--- config.mk ---
export PLATFORM = sky130hd
export DESIGN_NAME = imm_extend_pipe
export DESIGN_NICKNAME = d
export VERILOG_FILES = /design/src/rtl/imm_extend_pipe.sv
export SDC_FILE = /design/constraint.sdc
export NUM_CORES = 1
export LEC_CHECK = 0
export ABC_CLOCK_PERIOD_IN_PS = 1760
export CELL_PAD_IN_SITES_DETAIL_PLACEMENT = 1
export CELL_PAD_IN_SITES_GLOBAL_PLACEMENT = 1
export CORE_UTILIZATION = 33
export DETAILED_ROUTE_END_ITERATION = 7
export PLACE_DENSITY_LB_ADDON = 0.12
export SLEW_MARGIN = 10
export SYNTH_ARGS = -nofsm -noshare
export SYNTH_HDL_FRONTEND = slang
export SYNTH_SLANG_ARGS = --single-unit
--- constraint.sdc ---
create_clock -name clk -period 1.76 [get_ports clk]
set_input_delay 0.352 -clock clk [delete_from_list [all_inputs] [get_ports clk]]
set_output_delay 0.352 -clock clk [all_outputs]
set_load 0.1 [all_outputs]
--- src/rtl/imm_extend_pipe.sv ---
// imm_extend_pipe: pipelined ARMv8-subset immediate generator (B/CB/D/I/IW formats).
// Optional IMM_BRANCH_SCALE_EN: B/CB immediates are emitted as byte offsets (<<2).
module imm_extend_pipe #(
  parameter int unsigned DATA_W = 64,
  parameter int unsigned STAGES = 2,
  parameter int unsigned CNT_W  = 16
) (
  input  logic              clk,
  input  logic              reset,
  input  logic              in_valid,
  output logic              in_ready,
  input  logic [31:0]       instr,
  output logic              out_valid,
  input  logic              out_ready,
  output logic [DATA_W-1:0] imm,
  output logic [2:0]        fmt,
  output logic              illegal,
  output logic [CNT_W-1:0]  illegal_cnt
);

  typedef enum logic [2:0] {
    F_NONE = 3'd0,
    F_B    = 3'd1,
    F_CB   = 3'd2,
    F_D    = 3'd3,
    F_I    = 3'd4,
    F_IW   = 3'd5
  } fmt_e;

  fmt_e dec_fmt;
  logic dec_ill;

  always_comb begin
    dec_fmt = F_NONE;
    dec_ill = 1'b0;
    if (instr[31:26] == 6'b000101) begin
      dec_fmt = F_B;
    end else if (instr[31:25] == 7'b1011010) begin
      dec_fmt = F_CB;
    end else if (instr[31:21] == 11'b11111000000 || instr[31:21] == 11'b11111000010) begin
      dec_fmt = F_D;
    end else if (instr[31:22] == 10'b1001000100 || instr[31:22] == 10'b1101000100) begin
      dec_fmt = F_I;
    end else if (instr[31:23] == 9'b110100101 || instr[31:23] == 9'b111100101) begin
      dec_fmt = F_IW;
      // A halfword shift that lands entirely above the output width is unrepresentable
      if (int'({instr[22:21], 4'b0000}) >= int'(DATA_W)) dec_ill = 1'b1;
    end else begin
      dec_ill = 1'b1;
    end
  end

  function automatic logic [DATA_W-1:0] extend(input fmt_e f, input logic [25:0] raw,
                                               input logic ill);
    logic [63:0] t;
    t = '0;
    if (!ill) begin
      case (f)
        F_B:     t = {{38{raw[25]}}, raw};
        F_CB:    t = {{45{raw[23]}}, raw[23:5]};
        F_D:     t = {{55{raw[20]}}, raw[20:12]};
        F_I:     t = {52'd0, raw[21:10]};
        F_IW:    t = {48'd0, raw[20:5]} << {raw[22:21], 4'b0000};
        default: t = '0;
      endcase
    end
`ifdef IMM_BRANCH_SCALE_EN
    if (f == F_B || f == F_CB) t = t << 2;
`else
`endif
    return t[DATA_W-1:0];
  endfunction

  logic              ov_q;
  logic [DATA_W-1:0] imm_q;
  fmt_e              fmt_q;
  logic              ill_q;
  logic [CNT_W-1:0]  cnt_q;

  if (STAGES == 1) begin : g_one
    logic ld;
    assign ld       = !ov_q || out_ready;
    assign in_ready = ld;

    always_ff @(posedge clk) begin
      if (reset) begin
        ov_q  <= 1'b0;
        imm_q <= '0;
        fmt_q <= F_NONE;
        ill_q <= 1'b0;
      end else if (ld) begin
        ov_q <= in_valid;
        if (in_valid) begin
          imm_q <= extend(dec_fmt, instr[25:0], dec_ill);
          fmt_q <= dec_fmt;
          ill_q <= dec_ill;
        end
      end
    end
  end else begin : g_two
    logic        s1_valid;
    fmt_e        s1_fmt;
    logic [25:0] s1_raw;
    logic        s1_ill;
    logic        s2_ld;

    // Stage 2 can take new data when empty or draining; stage 1 advances exactly then
    assign s2_ld    = !ov_q || out_ready;
    assign in_ready = !s1_valid || s2_ld;

    always_ff @(posedge clk) begin
      if (reset) begin
        s1_valid <= 1'b0;
        s1_fmt   <= F_NONE;
        s1_raw   <= '0;
        s1_ill   <= 1'b0;
      end else if (in_ready) begin
        s1_valid <= in_valid;
        if (in_valid) begin
          s1_fmt <= dec_fmt;
          s1_raw <= instr[25:0];
          s1_ill <= dec_ill;
        end
      end
    end

    always_ff @(posedge clk) begin
      if (reset) begin
        ov_q  <= 1'b0;
        imm_q <= '0;
        fmt_q <= F_NONE;
        ill_q <= 1'b0;
      end else if (s2_ld) begin
        ov_q <= s1_valid;
        if (s1_valid) begin
          imm_q <= extend(s1_fmt, s1_raw, s1_ill);
          fmt_q <= s1_fmt;
          ill_q <= s1_ill;
        end
      end
    end
  end

  // Counted at acceptance so the total is independent of downstream backpressure
  always_ff @(posedge clk) begin
    if (reset) begin
      cnt_q <= '0;
    end else if (in_valid && in_ready && dec_ill && cnt_q != '1) begin
      cnt_q <= cnt_q + CNT_W'(1);
    end
  end

  assign out_valid   = ov_q;
  assign imm         = imm_q;
  assign fmt         = fmt_q;
  assign illegal     = ill_q;
  assign illegal_cnt = cnt_q;

endmodule
# After elaboration in Yosys (flattened, before gate mapping)
# Index checks and enable logic that the tools add are counted.
[word_totals]
reg_bits = 116
inputBits = 36
output_inout_bits = 86
elab_cells = 49
[op_classes]
addsub = 1
eq_ne = 14
n_shift = 1
mux = 12
reduce_logical = 12
[ops]
columns = ["cell", "n"]
rows = [
  ["$pmux W64 S5", 1],
  ["$mux W64", 1],
  ["$shl A16 B6 Y64", 1],
  ["$eq A11 B11 Y1 const B", 2],
  ["$eq A10 B10 Y1 const B", 2],
  ["$eq A9 B9 Y1 const B", 2],
  ["$add A16 B1 Y16 const B", 1],
  ["$ne A16 B16 Y1 const B", 1],
  ["$mux W3", 5],
  ["$eq A7 B7 Y1 const B", 1],
  ["$eq A3 B2 Y1 const B", 2],
  ["$eq A3 B3 Y1 const B", 2],
  ["$eq A6 B3 Y1 const B", 1],
  ["$logic_or A1 B1 Y1", 5],
  ["$mux W1", 5],
  ["$reduce_and A2 Y1", 2],
  ["$eq A3 B1 Y1 const B", 1],
  ["$logic_and A1 B1 Y1", 3],
  ["$logic_not A1 Y1", 2],
]

# Depth between registers and ports, before layout
[depth]
ltp_word = 9
mapped_depth = 10
mapped_depth_nobuf = 7

# Worst setup path after synthesis
# No wires, ideal clock.
[synth_path]
path_kind = "register to register"
from = "register ov_q (netlist: out_valid)"
to = "register cnt_q[1] (netlist: illegal_cnt[1])"
setup_ns = 0.128
arrival_time_ns = 3.031
t_required_ns = 1.632
path_slack_ns = -1.399
stages_incl_launch_ff = 8
n_path_buf = 1
period_less_slack_ns = 3.159
cell_sequence = "dfxtp_1 -> nand3b_1 -> nand2_1 -> nor3_4 -> nand3_4 -> buf_4 -> mux2i_1 -> nor2_1"
[synth_via]
elab_chain_cells = 6
[synth_lines]
columns = ["element", "line", "source"]
rows = [
  ["start, declared", "74", "logic ov_q;"],
  ["start signal, assigned", "134", "ov_q <= s1_valid;"],
  ["$logic_not A1 Y1", "108", "assign s2_ld = !ov_q || out_ready;"],
  ["$logic_or A1 B1 Y1", "108", ""],
  ["$logic_or A1 B1 Y1", "109", "assign in_ready = !s1_valid || s2_ld;"],
  ["named net in_ready", "11", "output logic in_ready,"],
  ["$logic_and A1 B1 Y1 (3 in a row)", "148", "end else if (in_valid && in_ready && dec_ill && cnt_q != '1) begin"],
  ["end signal, assigned", "149", "cnt_q <= cnt_q + CNT_W'(1);"],
  ["end, declared", "78", "logic [CNT_W-1:0] cnt_q;"],
]
# The timed path passes the listed nets, and every way through them passes these cells.
# A chain may end at the register's enable or synchronous reset.

# Worst setup path in the final report
[layout_path]
from = "input port instr[21]"
to = "register cnt_q[5] (netlist: illegal_cnt[5])"
[layout_via]
elab_chain_cells = 7
word_cells_on_any_way = 8
classes_between = "eq/ne (2); mux (3); reduce/logical (3)"
[layout_lines]
columns = ["element", "line", "source"]
rows = [
  ["start, declared", "12", "input logic [31:0] instr,"],
  ["$eq A11 B11 Y1", "40", "end else if (instr[31:21] == 11'b11111000000 || instr[31:21] == 11'b11111000010) begin"],
  ["$logic_or A1 B1 Y1 (*)", "40", ""],
  ["$mux W1 (*)", "40", ""],
  ["$mux W1 (*)", "38", "end else if (instr[31:25] == 7'b1011010) begin"],
  ["$mux W1 (*)", "36", "if (instr[31:26] == 6'b000101) begin"],
  ["$logic_and A1 B1 Y1 (*) (2 in a row)", "148", ""],
]
# Mark *: on every way between the ends. The rest lies on a longest branch, timed or not.

==> flow_metrics.tcl <==
set metrics [dict create \
    status "finished, final reports clean" \
    critPathMaxFanout 7 \
    clock_skew_ps 7.16 \
    p_per_area_nw_per_um2 780 \
    final_hold_viol_count 0 \
    num_vias 5577 \
    drive_above_1_share 0.281 \
    avgSynthCellArea_um2 7.74 \
    postSynth.asyncResetShare 0 \
    fin_nets 869 \
    routedWlPerCell_um 18.0 \
    globalRouteOverflowTotal 0 \
    coreArea_um2 15300 \
    drc 0 \
    num_antenna_cells 0 \
    synth_flop_cell "dfxtp_1" \
    clockRootBuffer "clkbuf_16" \
    syn_nets 713 \
    ir_drop_mv 0.647 \
    netlist_instances 676 \
    ys_warn_count 0 \
    ys_ff_latch 116 \
    grt_pass1_wl_um 30600 \
    die_w_um 128 \
    arrival_ps 2100 \
    dp_hpwl_um 12700 \
    ys_types 50 \
    grtUsageTotal 0.242 \
    dp_cells 1007 \
    end_kind "flop" \
    cts_tree "built" \
    synth_seq_area_share 0.444 \
    cap_viol_max_count 0 \
    leakage_nw 3.17 \
    fmax_ghz 0.572 \
    io_buffer_count 121 \
    cts_made_buffers 17 \
    cp.required_ps 2110 \
    synth_area_um2 5240 \
    pre_cts_ws_ps -666 \
    io_pins 122 \
    drv_slew 0 \
    fin_cells 1055 \
    row_count 45 \
    clk_latency_ps 420 \
    setup_viol 0 \
    gp_congestion 0.850 \
    min_path_type "in2reg" \
    area_growth_pct 66.0 \
    die_area_um2 16400 \
    first_pass_iters 6 \
    maxSlewHeadroom 0.616 \
    grt_max_degree 54 \
    grt_pass1_vias 5965 \
    postRouteAntennaNets 0 \
    tightest_slew_ps 577 \
    dr.first_iter.drc_count 384 \
    cts_sinks 116 \
    wl_um 19000 \
    antenna_found_initial 0 \
    period_share 0.994 \
    post-route-util 0.568 \
    critPathKind "in2reg" \
    htreeDepth 4 \
    start_kind "input port" \
    fin_crit_ps 1750 \
    setup_ws_ps 10.3 \
    clkTransAtPathRegs_ps 60 \
    rsz0062_at_grt "true" \
    clock_path_buffers 2 \
    die_h_um 128 \
    start_util 0.342 \
    viasPerCell 5.29 \
    synth_edf_count 0 \
]
-- cell type report --
type	count	area, µm²
clock buffers	28	537
clock inverters	3	40.0
fillers	1749	6620
inverters	14	52.6
multi-input cells	491	2780
flip-flops and latches	116	2340
well taps	211	264
repair buffers	192	2670
-- power breakdown --
group	internal [mW]	switching, mW	total, mW
Combinational	0.265	0.362	0.627
Sequential	2.68	0.0992	2.78
Clock	2.19	1.18	3.37
-- worst max-delay path, stage by stage --
cell,delay [ps]
clkdlybuf4s50_1,490
nand3b_1,150
nor2_2,90
o21ai_4,240
nand3_4,160
buf_6,170
or3_1,320
a21oi_1,130
-- cells in the mapped netlist, types with 2 or more instances --
| cell type | n | area [µm²] |
|---|---|---|
| a211oi_1 | 3 | 22.5 |
| a221oi_1 | 7 | 61.3 |
| nor4_1 | 2 | 12.5 |
| inv_1 | 14 | 52.6 |
| a222oi_1 | 10 | 100 |
| nor2b_1 | 4 | 25.0 |
| a22oi_1 | 4 | 30.0 |
| nand3b_1 | 5 | 37.5 |
| nor4_2 | 2 | 25.0 |
| nand4_1 | 5 | 31.3 |
| nand3_1 | 8 | 40.0 |
| nand2b_1 | 6 | 37.5 |
| buf_4 | 2 | 15.0 |
| mux2_2 | 6 | 67.6 |
| o21ai_1 | 22 | 110 |
| buf_2 | 10 | 50.1 |
| nor3_1 | 4 | 20.0 |
| o31ai_1 | 5 | 37.5 |
| or3_1 | 6 | 37.5 |
| xor2_1 | 4 | 35.0 |
| o21ai_0 | 8 | 40.0 |
| dfxtp_1 | 116 | 2320 |
| clkbuf_1 | 43 | 161 |
| a21oi_1 | 108 | 541 |
| mux2_1 | 3 | 33.8 |
| nand2_1 | 164 | 616 |
| and2_1 | 3 | 18.8 |
| or4_1 | 4 | 30.0 |
| a2bb2oi_1 | 4 | 35.0 |
| nor2_1 | 41 | 154 |
| mux2i_1 | 2 | 20.0 |
| a21o_1 | 33 | 248 |
-- per-stage QoR --
| step | area (µm²) | hold WS [ps] | total power [mW] | setup TNS (ps) |
|---|---|---|---|---|
| floorplan | 5290 | 434 | 3.12 | -28670 |
| global placement | 7820 | 456 | 3.40 | -32310 |
| detailed placement | 7820 | 461 | 3.42 | -39060 |
| CTS | 8560 | 315 | 6.82 | 0 |
| global route | 8690 | 340 | 6.99 | -530 |
| finish | 8690 | 329 | 6.78 | 0 |
-- state kept, by name, indices dropped and copies added, names as in the netlist --
register        count
g_two.s1_valid      1
g_two.s1_raw       26
imm                64
g_two.s1_fmt        3
g_two.s1_ill        1
illegal_cnt        16
illegal             1
fmt                 3
out_valid           1
-- final timing paths --
check | start | to | slack (ps) | cells past startpoint
min | instr[24] | g_two.s1_raw[24] | 330 | 4
min reg2reg | g_two.s1_raw[0] | g_two.s1_raw[0] | 460 | 2
max reg2reg | out_valid | illegal_cnt[5] | 30 | 8
max | instr[21] | illegal_cnt[5] | 10 | 8
-- cells in the final DEF, fill, tap and decap left out, types with 12 or more instances in the layout --
cell type / count
nor2_1: 39
clkbuf_16: 18
nand2_1: 161
a21oi_1: 105
inv_1: 14
dfxtp_1: 102
buf_4: 61
clkdlybuf4s50_1: 24
buf_12: 90
a21o_1: 33
o21ai_1: 23
dfxtp_2: 12
-- cells by family (layout without fill, tap and decap cells) --
| group | count (synthesis) | after routing | synth area share |
|---|---|---|---|
| xor gates and xnor gates | 4 | 4 | 0.00669 |
| AOI/OAI and AO/OA | 209 | 209 | 0.242 |
| buffers and inverters | 70 | 237 | 0.0540 |
| DFF | 116 | 116 | 0.444 |
| and+or+nand+nor | 265 | 266 | 0.228 |
| adders and majority gates | 1 | 1 | 0.00239 |
| muxes | 11 | 11 | 0.0232 |
-- routing by layer --
| layer | global-route usage | vias to the layer above | part of all wire | wire length (µm) |
|---|---|---|---|---|
| met3 | 0.0559 | 45 | 0.052 | 984 |
| met2 | 0.421 | 158 | 0.50 | 9450 |
| met4 | 0.0976 | 0 | 0.024 | 461 |
| met1 | 0.287 | 2734 | 0.42 | 8050 |
| met5 | 0 | - | 0 | 0 |
| li1 | - | 2640 | - | - |
-- repair_timing --
action | in CTS | in global routing
pin swaps | 10 | 16
setup buffers | 12 | 4
resized for setup | 36 | 28
endpoints found under the setup margin | 48 | 60
endpoints found under the hold margin | 0 | 0
hold buffers | 0 | 0
cloned | 1 | 1
No activity file was read; power rests on OpenSTA's default activity.
